==> config.mk <==
export PLATFORM = sky130hd
export DESIGN_NAME = bbm_mux_flat
export DESIGN_NICKNAME = d
export VERILOG_FILES = /design/src/rtl/bbm_mux_if.sv /design/src/rtl/bbm_mux.sv /design/src/flat_wrapper.sv
export SDC_FILE = /design/constraint.sdc
export NUM_CORES = 1
export LEC_CHECK = 0
export ABC_AREA = 1
export BUFFER_PORTS_ARGS = -buffer_cell sky130_fd_sc_hd__buf_2
export CAP_MARGIN = 10
export CORE_ASPECT_RATIO = 1.75
export CORE_MARGIN = 4
export CORE_UTILIZATION = 41
export CTS_BUF_LIST = sky130_fd_sc_hd__clkbuf_16
export CTS_CLUSTER_DIAMETER = 60
export DETAILED_ROUTE_END_ITERATION = 7
export GPL_TIMING_DRIVEN = 1
export HOLD_SLACK_MARGIN = 0.12
export PLACE_DENSITY = 0.87
export SKIP_CTS_REPAIR_TIMING = 1
export SLEW_MARGIN = 20
export SYNTH_ARGS = -nofsm -noshare
export SYNTH_HDL_FRONTEND = slang
export SYNTH_SLANG_ARGS = --single-unit
export TNS_END_PERCENT = 10
==> constraint.sdc <==
create_clock -name clock -period 1.5 [get_ports clock]
set_clock_uncertainty 0.15 [all_clocks]
set_input_delay 0.15 -clock clock [delete_from_list [all_inputs] [get_ports clock]]
set_output_delay 0.15 -clock clock [all_outputs]
set_load 0.02 [all_outputs]
==> src/rtl/bbm_mux_if.sv <==
// Selector bus: channel data in, select request handshake, connection status out.
interface bbm_mux_if #(
  parameter int WIDTH = 8,
  parameter int NCH   = 4,
  parameter int SELW  = 2
);
  logic [NCH*WIDTH-1:0] din;
  logic [SELW-1:0]      sel_req;
  logic                 sel_valid;
  logic                 sel_ready;
  logic [WIDTH-1:0]     out;
  logic                 out_en;
  logic [SELW-1:0]      cur_sel;
  logic                 busy;
  logic                 sel_err;

  modport master (
    output din, sel_req, sel_valid,
    input  sel_ready, out, out_en, cur_sel, busy, sel_err
  );

  modport slave (
    input  din, sel_req, sel_valid,
    output sel_ready, out, out_en, cur_sel, busy, sel_err
  );
endinterface

==> src/rtl/bbm_mux.sv <==
// NCH:1 registered data selector with break-before-make switching: every channel
// change disconnects the output for DEAD cycles before the new channel is connected.
module bbm_mux #(
  parameter int               WIDTH    = 8,
  parameter int               NCH      = 4,
  parameter int               SELW     = 2,
  parameter int               DEAD     = 2,
  parameter logic [WIDTH-1:0] IDLE_VAL = '0
) (
  input logic    clock,
  input logic    reset,
  bbm_mux_if.slave bus
);
  localparam int CW = $clog2(DEAD + 1);

  localparam logic [1:0] ST_IDLE = 2'd0;
  localparam logic [1:0] ST_DEAD = 2'd1;
  localparam logic [1:0] ST_CONN = 2'd2;

  logic [1:0]       state, nxt_state;
  logic [CW-1:0]    cnt, nxt_cnt;
  logic [SELW-1:0]  pend, nxt_pend;
  logic [SELW-1:0]  cur_sel_q, nxt_sel;
  logic             nxt_err;
  logic [WIDTH-1:0] out_q, conn_data;
  logic             out_en_q, busy_q, sel_err_q;
  logic             accept;

  // Full-width compare against NCH so out-of-range selects never wrap.
  function automatic logic in_range(input logic [SELW-1:0] s);
    return 32'(s) < 32'(NCH);
  endfunction

  assign bus.sel_ready = (state != ST_DEAD);
  assign accept        = bus.sel_valid && (state != ST_DEAD);

  // Next-state, dead counter, pending channel and error pulse.
  always_comb begin
    nxt_state = state;
    nxt_cnt   = cnt;
    nxt_pend  = pend;
    nxt_sel   = cur_sel_q;
    nxt_err   = 1'b0;
    case (state)
      ST_IDLE, ST_CONN: begin
        if (accept && !(state == ST_CONN && bus.sel_req == cur_sel_q)) begin
          nxt_state = ST_DEAD;
          nxt_cnt   = CW'(DEAD);
          nxt_pend  = bus.sel_req;
          nxt_err   = !in_range(bus.sel_req);
        end
      end
      ST_DEAD: begin
        if (cnt <= CW'(1)) begin
          nxt_cnt = '0;
          if (in_range(pend)) begin
            nxt_state = ST_CONN;
            nxt_sel   = pend;
          end else begin
            nxt_state = ST_IDLE;
          end
        end else begin
          nxt_cnt = cnt - CW'(1);
        end
      end
      default: nxt_state = ST_IDLE;
    endcase
  end

  // Data of the channel that will be connected after this edge.
  always_comb begin
    conn_data = '0;
    for (int unsigned k = 0; k < NCH; k++) begin
      if (32'(nxt_sel) == k) conn_data = bus.din[k*WIDTH +: WIDTH];
    end
  end

  // State and registered outputs; reset drops any pending switch.
  always_ff @(posedge clock or posedge reset) begin
    if (reset) begin
      state     <= ST_IDLE;
      cnt       <= '0;
      pend      <= '0;
      cur_sel_q <= '0;
      out_q     <= IDLE_VAL;
      out_en_q  <= 1'b0;
      busy_q    <= 1'b0;
      sel_err_q <= 1'b0;
    end else begin
      state     <= nxt_state;
      cnt       <= nxt_cnt;
      pend      <= nxt_pend;
      cur_sel_q <= nxt_sel;
      out_q     <= (nxt_state == ST_CONN) ? conn_data : IDLE_VAL;
      out_en_q  <= (nxt_state == ST_CONN);
      busy_q    <= (nxt_state == ST_DEAD);
      sel_err_q <= nxt_err;
    end
  end

  assign bus.out     = out_q;
  assign bus.out_en  = out_en_q;
  assign bus.cur_sel = cur_sel_q;
  assign bus.busy    = busy_q;
  assign bus.sel_err = sel_err_q;
endmodule

==> src/flat_wrapper.sv <==
// flat-port wrapper written by rule: the top's interface ports become plain ports
module bbm_mux_flat 
#(
  parameter int               WIDTH    = 8,
  parameter int               NCH      = 4,
  parameter int               SELW     = 2,
  parameter int               DEAD     = 2,
  parameter logic [WIDTH-1:0] IDLE_VAL = '0
)
  (clock, reset, bus_din, bus_sel_req, bus_sel_valid, bus_sel_ready, bus_out, bus_out_en, bus_cur_sel, bus_busy, bus_sel_err);
  bbm_mux_if #(.WIDTH(WIDTH), .NCH(NCH), .SELW(SELW)) bus_i ();
  input logic clock;
  input logic reset;
  input wire logic [$bits(bus_i.din)-1:0] bus_din;
  input wire logic [$bits(bus_i.sel_req)-1:0] bus_sel_req;
  input wire logic [$bits(bus_i.sel_valid)-1:0] bus_sel_valid;
  output wire logic [$bits(bus_i.sel_ready)-1:0] bus_sel_ready;
  output wire logic [$bits(bus_i.out)-1:0] bus_out;
  output wire logic [$bits(bus_i.out_en)-1:0] bus_out_en;
  output wire logic [$bits(bus_i.cur_sel)-1:0] bus_cur_sel;
  output wire logic [$bits(bus_i.busy)-1:0] bus_busy;
  output wire logic [$bits(bus_i.sel_err)-1:0] bus_sel_err;
  assign bus_i.din = bus_din;
  assign bus_i.sel_req = bus_sel_req;
  assign bus_i.sel_valid = bus_sel_valid;
  assign bus_sel_ready = bus_i.sel_ready;
  assign bus_out = bus_i.out;
  assign bus_out_en = bus_i.out_en;
  assign bus_cur_sel = bus_i.cur_sel;
  assign bus_busy = bus_i.busy;
  assign bus_sel_err = bus_i.sel_err;
  bbm_mux #(.WIDTH(WIDTH), .NCH(NCH), .SELW(SELW), .DEAD(DEAD), .IDLE_VAL(IDLE_VAL)) u_core (.clock(clock), .reset(reset), .bus(bus_i));
endmodule
Word level (Yosys, flattened, before mapping)

Cells that the tools add are included.

Register bits: 18
Input port bits: 37
Logic and storage cells: 42

Add/subtract/negate cells: 1
Magnitude comparators: 1
Equal/unequal tests: 10
Muxes and demuxes: 13
Reduce and logical (&&, ||, !) cells: 10

Operators by type and width:

| cell                                                            | count |
|---|---|
| 2-to-1 mux 8 bit                                                | 5 |
| 2-to-1 mux 2 bit                                                | 6 |
| equality test 2 bit (second input constant)                     | 4 |
| case mux 2 bit (2 select lines)                                 | 2 |
| equality test 2 x 1 -> 1 bit (second input constant)            | 3 |
| zero test 2 bit                                                 | 2 |
| != test 2 x 1 -> 1 bit (second input constant)                  | 2 |
| AND reduction 2 bit                                             | 2 |
| logical AND 1 bit                                               | 3 |
| equality test 2 bit                                             | 1 |
| less-or-equal comparator 2 x 1 -> 1 bit (second input constant) | 1 |
| nonzero test 2 bit                                              | 1 |
| OR reduction 2 bit                                              | 1 |
| subtractor 2 x 1 -> 2 bit (second input constant)               | 1 |
| zero test 1 bit                                                 | 1 |

Depth between registers and ports, before layout

Gate-level depths: netlist of run 1.

Depth after elaboration: 9
Mapped depth: 10

Least setup slack after synthesis of run 1

No wires, ideal clock.

Path type: register -> register
Start point: reg u_core.state[1]
End point: reg u_core.out_q[5] (netlist: u_core.bus.out[5])
Setup time: 0.121 ns
Arrival time: 1.302 ns
Data required time: 1.229 ns
Setup slack: -0.073 ns
Cell stages (with the launch flop): 10
Buffers on the path: 1
Cell sequence: dfrtp_1 -> inv_2 -> nand2_2 -> nand2_1 -> nand2_4 -> nand2_4 -> buf_6 -> or2_1 -> nand2_1 -> a21oi_1

Elaborated cells between the ends (all ways): 23

RTL lines:

| element                         | RTL line           | text |
|---|---|---|
| from (decl)                     | bbm_mux.sv:20      | `logic [1:0] state, nxt_state;` |
| from (signal assigned)          | bbm_mux.sv:90      | `state <= nxt_state;` |
| != test 2 x 1 -> 1 bit          | -                  |  |
| via bus_sel_ready               | flat_wrapper.sv:17 | `output wire logic [$bits(bus_i.sel_ready)-1:0] bus_sel_ready;` |
| logical AND 1 bit               | bbm_mux.sv:35      | `assign accept = bus.sel_valid && (state != ST_DEAD);` |
| logical AND 1 bit               | bbm_mux.sv:46      | `if (accept && !(state == ST_CONN && bus.sel_req == cur_sel_q)) begin` |
| 2-to-1 mux 2 bit                | bbm_mux.sv:46      |  |
| case mux 2 bit (2 select lines) | bbm_mux.sv:44      | `case (state)` |
| equality test 2 bit             | bbm_mux.sv:94      | `out_q <= (nxt_state == ST_CONN) ? conn_data : IDLE_VAL;` |
| 2-to-1 mux 8 bit                | bbm_mux.sv:94      |  |
| to (signal assigned)            | bbm_mux.sv:94      |  |
| to (decl)                       | bbm_mux.sv:25      | `logic [WIDTH-1:0] out_q, conn_data;` |

The timed path passes the listed nets, and every way through them passes these cells.
A chain may end at the register's enable or synchronous reset.

Worst setup path after layout of run 1

Start point: reg u_core.state[0]
End point: reg u_core.out_q[3] (netlist: u_core.bus.out[3])

Word-level cells in the longest chain between the ends: 8
Elaborated cells between the ends (all ways): 23

RTL lines:

| element                                                                    | RTL line |
|---|---|
| equality test 2 x 1 -> 1 bit / equality test 2 bit (equally long branches) | bbm_mux.sv:44, bbm_mux.sv:46 |
| 2-to-1 mux 2 bit / logical AND 1 bit (equally long branches)               | bbm_mux.sv:44, bbm_mux.sv:46 |
| zero test 2 bit / zero test 1 bit (equally long branches)                  | bbm_mux.sv:74, bbm_mux.sv:46 |
| 2-to-1 mux 8 bit / logical AND 1 bit (equally long branches)               | bbm_mux.sv:74, bbm_mux.sv:46 |
| 2-to-1 mux 8 bit / 2-to-1 mux 2 bit (equally long branches)                | bbm_mux.sv:74, bbm_mux.sv:46 |
| 2-to-1 mux 8 bit / case mux 2 bit (2 select lines) (equally long branches) | bbm_mux.sv:74, bbm_mux.sv:44 |
| 2-to-1 mux 8 bit / equality test 2 bit (equally long branches)             | bbm_mux.sv:74, bbm_mux.sv:94 |
| 2-to-1 mux 8 bit *                                                         | bbm_mux.sv:94 |

Mark *: on every way between the ends. The rest lies on a longest branch, timed or not.

==> Flow_metrics.wiki, run 1 <==
{| class="wikitable"
! Metric !! Value
|-
| Highest achievable clock rate || 638.9 MHz
|-
| DIE HEIGHT || 74.78 um
|-
| Unrepaired setup endpoints after global routing || yes
|-
| Number of antenna violations at the first check in global routing || 0
|-
| Chip Width || 46.16 um
|-
| Area Overhead vs Synth || 52.57%
|-
| Final clock period utilization by the worst path || 1.043
|-
| Detailed placement HPWL || 2149 um
|-
| Top-level port count || 51
|-
| Fill cell count || 221
|-
| Clk_lat worst skew || 250 ps
|-
| Number of buffers on the longest clock path || 2
|-
| Time the final worst path needs with I/O delays and setup || 1565 ps
|-
| Maximum number of pins on one net before global-route repair || 19
|-
| Worst endpoint data arrival time || 1550 ps
|-
| Cell row count || 24
|-
| Leakage component of the power || 0.9092 nW
|-
| Num Clock Sinks || 18
|-
| Routed vias/inst || 4.749
|-
| R2R Path End || u_core.bus.out[3]
|-
| Crit Path Class || reg -> reg
|-
| Gp weighted congestion || 0.8142
|-
| Remaining antenna violation count || 0
|-
| DR vias || 1135
|-
| First-iteration detailed-routing DRC count || 27
|-
| Final Setup Violations || 8
|-
| Crit start category || flop
|-
| Maximum level of the CTS H-tree || 1
|-
| Cell area after layout || 1594 um2
|-
| Hold Path Stages || 5
|-
| CTS tree || done
|-
| WHS || 74.11 ps
|-
| Pwr Density || 2100 nW/um2
|-
| Number of max-capacitance violations reported || 0
|-
| Fraction of the yosys area taken by sequential cells || 0.4311
|-
| Reg2reg start || u_core.state[0]
|-
| Initial Utilization || 0.4243
|-
| Final-report max-slew violation count || 0
|-
| Seq cells post-synth || 18
|-
| Flop-to-flop setup slack || -70 ps
|-
| Clock tree root buffer cell || clkbuf_16
|-
| Yosys warns || 0
|-
| Ant. Diodes || 0
|-
| Number of global-route vias before repair || 1083
|-
| Number of CTS-inserted buffers || 3
|-
| Post-Route WL || 2968 um
|-
| Violations in the final reports || setup timing
|-
| Worst min-delay path startpoint || bus_din[4]
|-
| Placeable core region || 2462 um2
|-
| Setup TNS || -355.3 ps
|-
| Register clock-pin slew on the reported worst setup and hold paths || 50 ps
|-
| Overflow after GRT || 0
|-
| Die outline area || 3452 um2
|-
| Layout cell share with drive strength beyond 1 || 0.4178
|-
| Result of the run || complete, but fails checks
|-
| Required time at the endpoint of the critical path || 1490 ps
|-
| Placed Instance Area || 1380 um2
|-
| Number of cells on the worst reg-to-reg path || 8
|-
| Critical path fanouts, max || 9
|-
| Hold Violations, Final || 0
|-
| Synth cell types || 19
|-
| Total Nets Final || 251
|-
| Type of the tightest min-delay check || in -> reg
|-
| Average cell area after synthesis || 7.410 um2
|-
| Total Routing Usage GR || 0.1695
|-
| Wire length of the first global-routing pass || 4291 um
|-
| Sink of the worst hold path || u_core.bus.out[4]
|-
| Detailed-route DRC error count || 0
|-
| Count of mapped cells out of synthesis || 141
|-
| Setup crit end kind || flop
|-
| First-pass iteration count of the detailed router || 4
|-
| Cell Area, Synth || 1045 um2
|-
| Peak supply drop || 0.0009597 V
|-
| WL per Instance || 12.42 um
|-
| Number of I/O port buffers || 49
|-
| Power consumption || 3.348 mW
|-
| Minimum setup slack in the final design || -65.18 ps
|-
| Worst slack after detailed placement || -115.6 ps
|-
| Syn nets || 178
|}
critical path, cell delays in order (launching register included):
cell     delay, ps
dfrtp_2        430
buf_4          150
nand2_4         70
nand2_2         60
nand2_4        120
nand2_4         80
or2_2          280
nand2_1         70
a21oi_1         40
final cells by class:
cell class,count,area (um2),share of cell area
Sequential cell,18,454.2,0.2849
Inverter,17,63.81,0.04003
Clock inverter,1,3.754,0.002355
Timing Repair Buffer,71,437.9,0.2747
Tap cell,26,32.53,0.02041
Multi-Input combinational cell,103,526.8,0.3305
Clock buffer,3,75.07,0.04710
metal layers:
layer  part of all wire  vias up  wire length (um)  global-route usage
met1               0.35      509              1052              0.1667
met5                  0        -                 0                   0
met3              0.058        6               172             0.02871
met2               0.56       39              1675              0.3313
met4              0.023        0                68             0.06013
li1                   -      581                 -                   -
per-stage QoR:
step	instances	util
floorplan	141	-
global placement	223	0.5605
detailed placement	223	0.5605
CTS	227	0.5925
global route	239	0.6474
finish	239	0.6474
state kept, by name (all words and copies together), names as in the netlist:
name / count
u_core.pend: 2
u_core.bus.out_en: 1
u_core.bus.busy: 1
u_core.bus.cur_sel: 2
u_core.bus.out: 8
u_core.cnt: 2
u_core.state: 2
synthesized netlist by cell type:
cell,count,area share
o31ai_1,1,0.0072
xor2_1,2,0.017
inv_2,1,0.0036
buf_4,1,0.0072
nor2_1,8,0.029
dfrtp_1,18,0.43
conb_1,1,0.0036
a21oi_1,7,0.034
nand2_4,3,0.032
nor2_4,2,0.022
inv_1,16,0.057
nand2_2,3,0.018
nand2_1,46,0.17
nand3_1,10,0.048
buf_6,2,0.022
o21ai_0,13,0.062
or2_2,5,0.030
or2_1,1,0.0060
and3_1,1,0.0060
how the worst max path moves through the flow:
stage,startpoint,end,cells past startpoint,slack [ps]
after floorplan,u_core.state[1],u_core.bus.out[5],9,0.7
after global placement,u_core.state[0],u_core.bus.out[3],9,-100
after detailed placement,u_core.state[0],u_core.bus.out[6],10,-120
after CTS,u_core.state[0],u_core.bus.out[6],10,-140
after global routing,u_core.state[0],u_core.bus.out[6],10,-160
final,u_core.state[0],u_core.bus.out[3],8,-70
cell families after synthesis:
kind of cell,Yosys count,synth area share
buffers and inverters,20,0.08982
other,1,0.003589
xor gates and xnor gates,2,0.01677
and+or+nand+nor,79,0.3557
DFF,18,0.4311
AOI/OAI and AO/OA,21,0.1030
where the power goes:
| group | leakage, nW | switching [mW] | internal, mW |
|---|---|---|---|
| registers | 0.228 | 0.130 | 0.711 |
| logic | 0.643 | 1.22 | 0.755 |
| clock network | 0.0385 | 0.182 | 0.355 |
cells in the final DEF, fill, tap and decap left out, types with 2 or more instances in the layout:
master         Yosys  final
or2_2              5      5
o21ai_1            0      3
nand3_1           10     10
a21oi_1            7      6
nand2_1           46     41
nor2_1             8      8
dfrtp_2            0      3
inv_2              1      3
buf_4              1     13
nor2_4             2      2
clkbuf_16          0      3
dlygate4sd3_1      0     10
inv_1             16     14
nand2_4            3      5
dfrtp_1           18     15
xor2_1             2      2
o21ai_0           13     10
nand2_2            3      6
buf_2              0     48
No activity file was read; power rests on OpenSTA's default activity.
==> inputs of run 2 (changes only) <==
Settings changed: REMOVE_ABC_BUFFERS set to 1.
==> run 2 against run 1 <==
  * The flow still finishes with violations (setup timing)
  * Clock power hardly changed
  * Sequential cell count stayed put
  * Global-route usage is 1.4 points higher
  * Sequential power is 1% lower
  * Sequential share of layout area is 2.2 points lower
  * Largest power group unchanged
==> Flow_metrics.wiki, run 2 (synthesis results as in run 1) <==
{| class="wikitable"
! Metric !! Value
|-
| Setup crit end kind || flop (unchanged)
|-
| Detailed-route DRC error count || 0 (unchanged)
|-
| Internal power || 1.991 mW (was 1.820 mW)
|-
| Maximum level of the CTS H-tree || 1 (unchanged)
|-
| Number of I/O port buffers || 49 (unchanged)
|-
| Peak supply drop || 0.001443 V (was 0.0009597 V)
|-
| Clk_lat worst skew || 250 ps (about the same)
|-
| Placed Instance Area || 1403 um2 (was 1380 um2)
|-
| Met3 global-route usage || 0.05024 (was 0.02871)
|-
| Crit Path Class || reg -> reg (unchanged)
|-
| Worst endpoint data arrival time || 1630 ps (was 1550 ps)
|-
| Register clock-pin slew on the reported worst setup and hold paths || 50 ps (about the same)
|-
| Number of antenna violations at the first check in global routing || 0 (unchanged)
|-
| Setup TNS || -619.9 ps (was -355.3 ps)
|-
| First-iteration detailed-routing DRC count || 18 (was 27)
|-
| Post-Route WL || 3324 um (was 2968 um)
|-
| Time the final worst path needs with I/O delays and setup || 1635 ps (was 1565 ps)
|-
| Cell area after layout || 1715 um2 (was 1594 um2)
|-
| Die outline area || 3452 um2 (unchanged)
|-
| DIE HEIGHT || 74.78 um (unchanged)
|-
| Number of CTS-inserted buffers || 3 (unchanged)
|-
| Final clock period utilization by the worst path || 1.090 (was 1.043)
|-
| Leakage component of the power || 0.9581 nW (was 0.9092 nW)
|-
| Placeable core region || 2462 um2 (unchanged)
|-
| Commonest non-fill, non-tap cell in the layout || buf_2 (unchanged)
|-
| Clock tree root buffer cell || clkbuf_16 (unchanged)
|-
| Final Setup Violations || 8 (unchanged)
|-
| Sequential cell fraction of total power || 0.224 (was 0.251)
|-
| Ant. Diodes || 0 (unchanged)
|-
| WL per Instance || 13.51 um (was 12.42 um)
|-
| Power share of the clock group || 0.144 (was 0.160)
|-
| Number of global-route vias before repair || 1100 (was 1083)
|-
| Wire length of the first global-routing pass || 4560 um (was 4291 um)
|-
| Type of the tightest min-delay check || in -> reg (unchanged)
|-
| Most frequent cells in the layout || buf_2, nand2_1, dfrtp_1 (unchanged)
|-
| Number of flip-flops in the largest register || 8 (unchanged)
|-
| Maximum number of pins on one net before global-route repair || 19 (unchanged)
|-
| Pwr Density || 2159 nW/um2 (was 2100 nW/um2)
|-
| Gp weighted congestion || 0.7787 (was 0.8142)
|-
| Highest achievable clock rate || 611.5 MHz (was 638.9 MHz)
|-
| P_sw || 1.712 mW (was 1.528 mW)
|-
| Total Routing Usage GR || 0.1833 (was 0.1695)
|-
| Placed cell count || 226 (was 223)
|-
| Hold Violations, Final || 0 (unchanged)
|-
| Remaining antenna violation count || 0 (unchanged)
|-
| Total Nets Final || 258 (was 251)
|-
| Critical path fanouts, max || 6 (was 9)
|-
| Cell row count || 24 (unchanged)
|-
| Overflow after GRT || 0 (unchanged)
|-
| Number of max-capacitance violations reported || 0 (unchanged)
|-
| Number of buffers on the longest clock path || 2 (unchanged)
|-
| DR vias || 1237 (was 1135)
|-
| Detailed placement HPWL || 2203 um (was 2149 um)
|-
| Top-level port count || 51 (unchanged)
|-
| Chip Width || 46.16 um (unchanged)
|-
| Num Clock Sinks || 18 (unchanged)
|-
| Utilization of the core after routing || 0.6966 (was 0.6474)
|-
| Crit start category || flop (unchanged)
|-
| Net switching fraction of the power || 0.4624 (was 0.4564)
|-
| Final-report max-slew violation count || 0 (unchanged)
|-
| First-pass iteration count of the detailed router || 4 (unchanged)
|-
| Initial Utilization || 0.4243 (unchanged)
|-
| Logic pwr share || 0.631 (was 0.589)
|-
| WHS || 85.81 ps (was 74.11 ps)
|-
| Result of the run || complete, but fails checks (unchanged)
|-
| Minimum setup slack in the final design || -135.4 ps (was -65.18 ps)
|-
| Violations in the final reports || setup timing (unchanged)
|-
| Layer with the highest usage after global routing || met2 (unchanged)
|-
| GRT met2 Usage || 0.3359 (was 0.3313)
|-
| CTS tree || done (unchanged)
|-
| Layout cell share with drive strength beyond 1 || 0.4591 (was 0.4178)
|-
| Unrepaired setup endpoints after global routing || yes (unchanged)
|-
| Area Overhead vs Synth || 64.19% (was 52.57%)
|-
| Global routing met1 resource utilization || 0.1848 (was 0.1667)
|-
| Required time at the endpoint of the critical path || 1490 ps (about the same)
|-
| Routed vias/inst || 5.028 (was 4.749)
|-
| Count of placed standard cells in the final layout, fillers left out || 246 (was 239)
|}
## run 2: through the flow
stage / setup slack [ps] / power (mW)
4_1_cts: -131.2 / 3.274
2_1_floorplan: -104.1 / 1.972
3_3_place_gp: -89.85 / 2.679
3_5_place_dp: -118.3 / 2.719
6_report: -135.4 / 3.703
5_1_grt: -204.6 / 3.949
## run 2: cell type report
class,instances,area (um2)
Fill cell,196,747.0
Sequential cell,18,450.4
Multi-Input combinational cell,105,598.1
Timing Repair Buffer,76,491.7
Inverter,17,63.81
Tap cell,26,32.53
Clock buffer,3,75.07
Clock inverter,1,3.754
## run 2: final timing paths
kind / slack [ps] / startpoint / cells after the start / endpoint
max: -140 / u_core.state[1] / 9 / u_core.bus.out[0]
min: 90 / bus_din[4] / 5 / u_core.bus.out[4]
max reg2reg: -140 / u_core.state[1] / 9 / u_core.bus.out[0]
min reg2reg: 330 / u_core.cnt[0] / 1 / u_core.cnt[0]
max in group asynchronous: 680 / reset / 4 / u_core.pend[1]
min in group asynchronous: 320 / reset / 4 / u_core.bus.out[0]
## run 2: power by group through the flow
stage / sequential, mW / combinational [mW] / clock, mW
4_1_cts: 0.826 / 1.91 / 0.536
5_1_grt: 0.852 / 2.53 / 0.563
3_5_place_dp: 0.825 / 1.89 / 0
6_report: 0.831 / 2.34 / 0.535
3_3_place_gp: 0.821 / 1.86 / 0
2_1_floorplan: 0.998 / 0.974 / 0
## run 2: metal layers
layer	routed length [um]	share of wire
met5	0	0
met4	51	0.015
met3	150	0.045
met2	1938	0.58
met1	1183	0.36
## run 2: critical path, stage by stage (launching register included)
cell	delay, ps
dfrtp_1	430
inv_2	90
nand2_2	80
nand2_2	90
nand2_4	90
buf_4	170
o21ai_0	190
nand2_1	100
nand2_1	90
a21oi_2	50
==> inputs of run 3 (changes only) <==
Settings changed: ABC_AREA 1 to unset, PLACE_DENSITY 0.87 to 0.86.
==> run 3 against run 2 <==
  * The flow still finishes with violations (setup timing)
  * Sequential cell count unchanged
  * Sequential share of layout area rose by 0.69 points
  * First-iteration DRC count decreased by 39%
  * Cell area is 2.6% lower
  * Maximum frequency shrank 5.8%
  * Highest routed layer unchanged
==> Flow_metrics.wiki, run 3 <==
{| class="wikitable"
! Metric !! Value
|-
| Result of the run || complete, but fails checks (unchanged)
|-
| Violations in the final reports || setup timing (unchanged)
|-
| Wire length of the first global-routing pass || 4650 um (was 4560 um)
|-
| Fraction of synthesized area in multiplexers || 0.2785 (was 0)
|-
| Multi-input logic area || 609.3 um2 (was 598.1 um2)
|-
| Complex-gate fraction of the synthesized area || 0.1860 (was 0.1030)
|-
| Detailed-route DRC error count || 0 (unchanged)
|-
| Crit start category || flop (unchanged)
|-
| Gp weighted congestion || 0.8539 (was 0.7787)
|-
| Clock tree root buffer cell || clkbuf_16 (unchanged)
|-
| Most used flip-flop cell after synthesis || dfrtp_1 (unchanged)
|-
| Number of global-route vias before repair || 1019 (was 1100)
|-
| Top post-synthesis cells by count || dfrtp_1, mux2i_1, a2bb2oi_1, o211a_1, mux2_1 (was nand2_1, dfrtp_1, inv_1)
|-
| Number of buffers on the longest clock path || 2 (unchanged)
|-
| Overflow after GRT || 0 (unchanged)
|-
| Final Setup Violations || 12 (was 8)
|-
| Leakage component of the power || 0.9317 nW (was 0.9581 nW)
|-
| Cell row count || 24 (unchanged)
|-
| Number of flip-flops in the largest register || 8 (unchanged)
|-
| DR vias || 1038 (was 1237)
|-
| Cell Area, Synth || 1110 um2 (was 1045 um2)
|-
| Biggest area consumer among synthesized cells || dfrtp_1 (unchanged)
|-
| Die outline area || 3636 um2 (was 3452 um2)
|-
| Num Clock Sinks || 18 (unchanged)
|-
| Post-synth EDFFs || 0 (unchanged)
|-
| Most frequently used cell type in the post-synthesis netlist || dfrtp_1 (was nand2_1)
|-
| Yosys top cell area share || 0.4059 (was 0.4311)
|-
| WHS || 134.6 ps (was 85.81 ps)
|-
| Share of synthesized registers carrying an async set or reset || 1.000 (unchanged)
|-
| Synth cell types || 23 (was 19)
|-
| Critical path's largest stage delay || 400 ps (was 430 ps)
|-
| Crit path cell chain || nor3b_4, buf_12, mux2_2, a2bb2oi_1, o211a_1 (was inv_2, nand2_2, nand2_2, nand2_4, buf_4, o21ai_0, nand2_1, nand2_1, a21oi_2)
|-
| Count of mapped cells out of synthesis || 93 (was 141)
|-
| Ant. Diodes || 0 (unchanged)
|-
| Seq cells post-synth || 18 (unchanged)
|-
| Average cell area after synthesis || 11.93 um2 (was 7.410 um2)
|-
| Pwr Density || 2058 nW/um2 (was 2159 nW/um2)
|-
| Maximum number of pins on one net before global-route repair || 19 (unchanged)
|-
| Maximum level of the CTS H-tree || 1 (unchanged)
|-
| Highest achievable clock rate || 575.8 MHz (was 611.5 MHz)
|-
| Commonest non-fill, non-tap cell in the layout || buf_2 (unchanged)
|-
| Register clock-pin slew on the reported worst setup and hold paths || 50 ps (about the same)
|-
| Unrepaired setup endpoints after global routing || yes (unchanged)
|-
| Time the final worst path needs with I/O delays and setup || 1737 ps (was 1635 ps)
|-
| Placeable core region || 2552 um2 (was 2462 um2)
|-
| Most frequent cells in the layout || buf_2, dfrtp_1, mux2i_1 (was buf_2, nand2_1, dfrtp_1)
|-
| Final clock period utilization by the worst path || 1.158 (was 1.090)
|-
| CTS tree || done (unchanged)
|-
| Layout cell share with drive strength beyond 1 || 0.4667 (was 0.4591)
|-
| Top-level port count || 51 (unchanged)
|-
| Utilization of the core after routing || 0.6549 (was 0.6966)
|-
| Combinational family with the most area after synthesis || multiplexers (was simple AND/OR/NAND/NOR gates)
|-
| Top cells by area, synth || dfrtp_1, mux2i_1, o211a_1 (was dfrtp_1, nand2_1, o21ai_0)
|-
| Number of I/O port buffers || 49 (unchanged)
|-
| Worst endpoint data arrival time || 1770 ps (was 1630 ps)
|-
| Routed vias/inst || 5.435 (was 5.028)
|-
| Yosys warns || 0 (unchanged)
|-
| Number of max-capacitance violations reported || 0 (unchanged)
|-
| Share of the synthesized netlist area taken by xor and xnor gates || 0.01578 (was 0.01677)
|-
| Crit Path Class || reg -> reg (unchanged)
|-
| Final-report max-slew violation count || 0 (unchanged)
|-
| Type of the tightest min-delay check || in -> reg (unchanged)
|-
| Minimum setup slack in the final design || -236.7 ps (was -135.4 ps)
|-
| CP max-delay cell || dfrtp_1 (unchanged)
|-
| Fill cell count || 178 (was 196)
|-
| Peak supply drop || 0.001233 V (was 0.001443 V)
|-
| Setup TNS || -2015 ps (was -619.9 ps)
|-
| Number of CTS-inserted buffers || 3 (unchanged)
|-
| Hold Violations, Final || 0 (unchanged)
|-
| Sequential Area || 450.4 um2 (unchanged)
|-
| Setup crit end kind || flop (unchanged)
|-
| Post-Route WL || 3093 um (was 3324 um)
|-
| First-iteration detailed-routing DRC count || 11 (was 18)
|-
| Critical path fanouts, max || 10 (was 6)
|-
| Total Routing Usage GR || 0.1762 (was 0.1833)
|-
| Fraction of the yosys area taken by sequential cells || 0.4059 (was 0.4311)
|-
| Total Nets Final || 204 (was 258)
|-
| Area Overhead vs Synth || 50.62% (was 64.19%)
|-
| Remaining antenna violation count || 0 (unchanged)
|-
| Adder-cell share of the synthesized area || 0 (unchanged)
|-
| Initial Utilization || 0.4348 (was 0.4243)
|-
| Number of antenna violations at the first check in global routing || 0 (unchanged)
|-
| Detailed placement HPWL || 2302 um (was 2203 um)
|-
| Clk_lat worst skew || 250 ps (about the same)
|-
| Required time at the endpoint of the critical path || 1540 ps (was 1490 ps)
|-
| DIE HEIGHT || 76.83 um (was 74.78 um)
|-
| Chip Width || 47.33 um (was 46.16 um)
|-
| First-pass iteration count of the detailed router || 4 (unchanged)
|-
| Simple-gate share of the synthesized area || 0.05862 (was 0.3557)
|-
| WL per Instance || 16.19 um (was 13.51 um)
|}
-- run 3: cell count changes after synthesis, moves of 6 or more --
cell       before  now
a21oi_1         7    0
a2bb2oi_1       0    8
inv_1          16    5
mux2_1          0    6
mux2i_1         0   17
nand2_1        46    4
nand3_1        10    1
nor2_1          8    0
o211a_1         0    8
o21ai_0        13    2
-- run 3: critical path: cells and delay by family (launching register included) --
kind | cells | cell delay [ps]
and+or+nand+nor | 1 | 270
buffers and inverters | 1 | 170
muxes | 1 | 340
DFF | 1 | 400
AOI/OAI and AO/OA | 2 | 340
-- run 3: per-layer routing --
| metal | GRT usage | vias up | share of wire |
|---|---|---|---|
| li1 | - | 495 | - |
| met1 | 0.1979 | 489 | 0.35 |
| met2 | 0.2957 | 44 | 0.56 |
| met3 | 0.02342 | 10 | 0.053 |
| met4 | 0.09695 | 0 | 0.034 |
| met5 | 0 | - | 0 |
-- run 3: worst paths after layout --
check                           cells past startpoint  slack, ps           from               endpoint
max in group asynchronous                           4        700          reset        u_core.state[0]
worst max register to register                      5       -240  u_core.cnt[1]      u_core.bus.out[7]
min in group asynchronous                           4        300          reset  u_core.bus.cur_sel[0]
worst min-delay path                                3        130    bus_din[25]      u_core.bus.out[1]
worst max-delay path                                5       -240  u_core.cnt[1]      u_core.bus.out[7]
worst min register to register                      1        350  u_core.cnt[0]          u_core.cnt[0]
-- run 3: report_power, final --
part / internal, mW / switching (mW) / total, mW / leakage (nW)
registers: 0.714 / 0.138 / 0.852 / 0.230
clock network: 0.350 / 0.167 / 0.517 / 0.0370
logic: 1.03 / 1.04 / 2.07 / 0.665
-- run 3: cell type report --
class,count,share of cell area
sequential,18,0.2695
inverter,5,0.01123
clock buffer,3,0.04491
tap,26,0.01946
timing repair buffer,74,0.2904
multi-input combinational,65,0.3645
-- run 3: per-stage QoR --
stage / instance area [um2] / worst slack [ps] / power (mW) / std cells
final: 1672 / -236.7 / 3.441 / 191
after global routing: 1672 / -296.3 / 3.641 / 191
after CTS: 1546 / -238.3 / 3.382 / 179
after detailed placement: 1471 / -232.6 / 2.835 / 176
after global placement: 1471 / -166.5 / 2.764 / 176
after floorplan: 1071 / -499.9 / 2.078 / 88
-- run 3: cell families (layout without fill, tap and decap cells) --
family | Yosys count | count (layout)
muxes | 29 | 29
AOI/OAI and AO/OA | 23 | 23
DFF | 18 | 18
and+or+nand+nor | 10 | 10
buffers and inverters | 10 | 82
xor gates and xnor gates | 2 | 2
other | 1 | 1
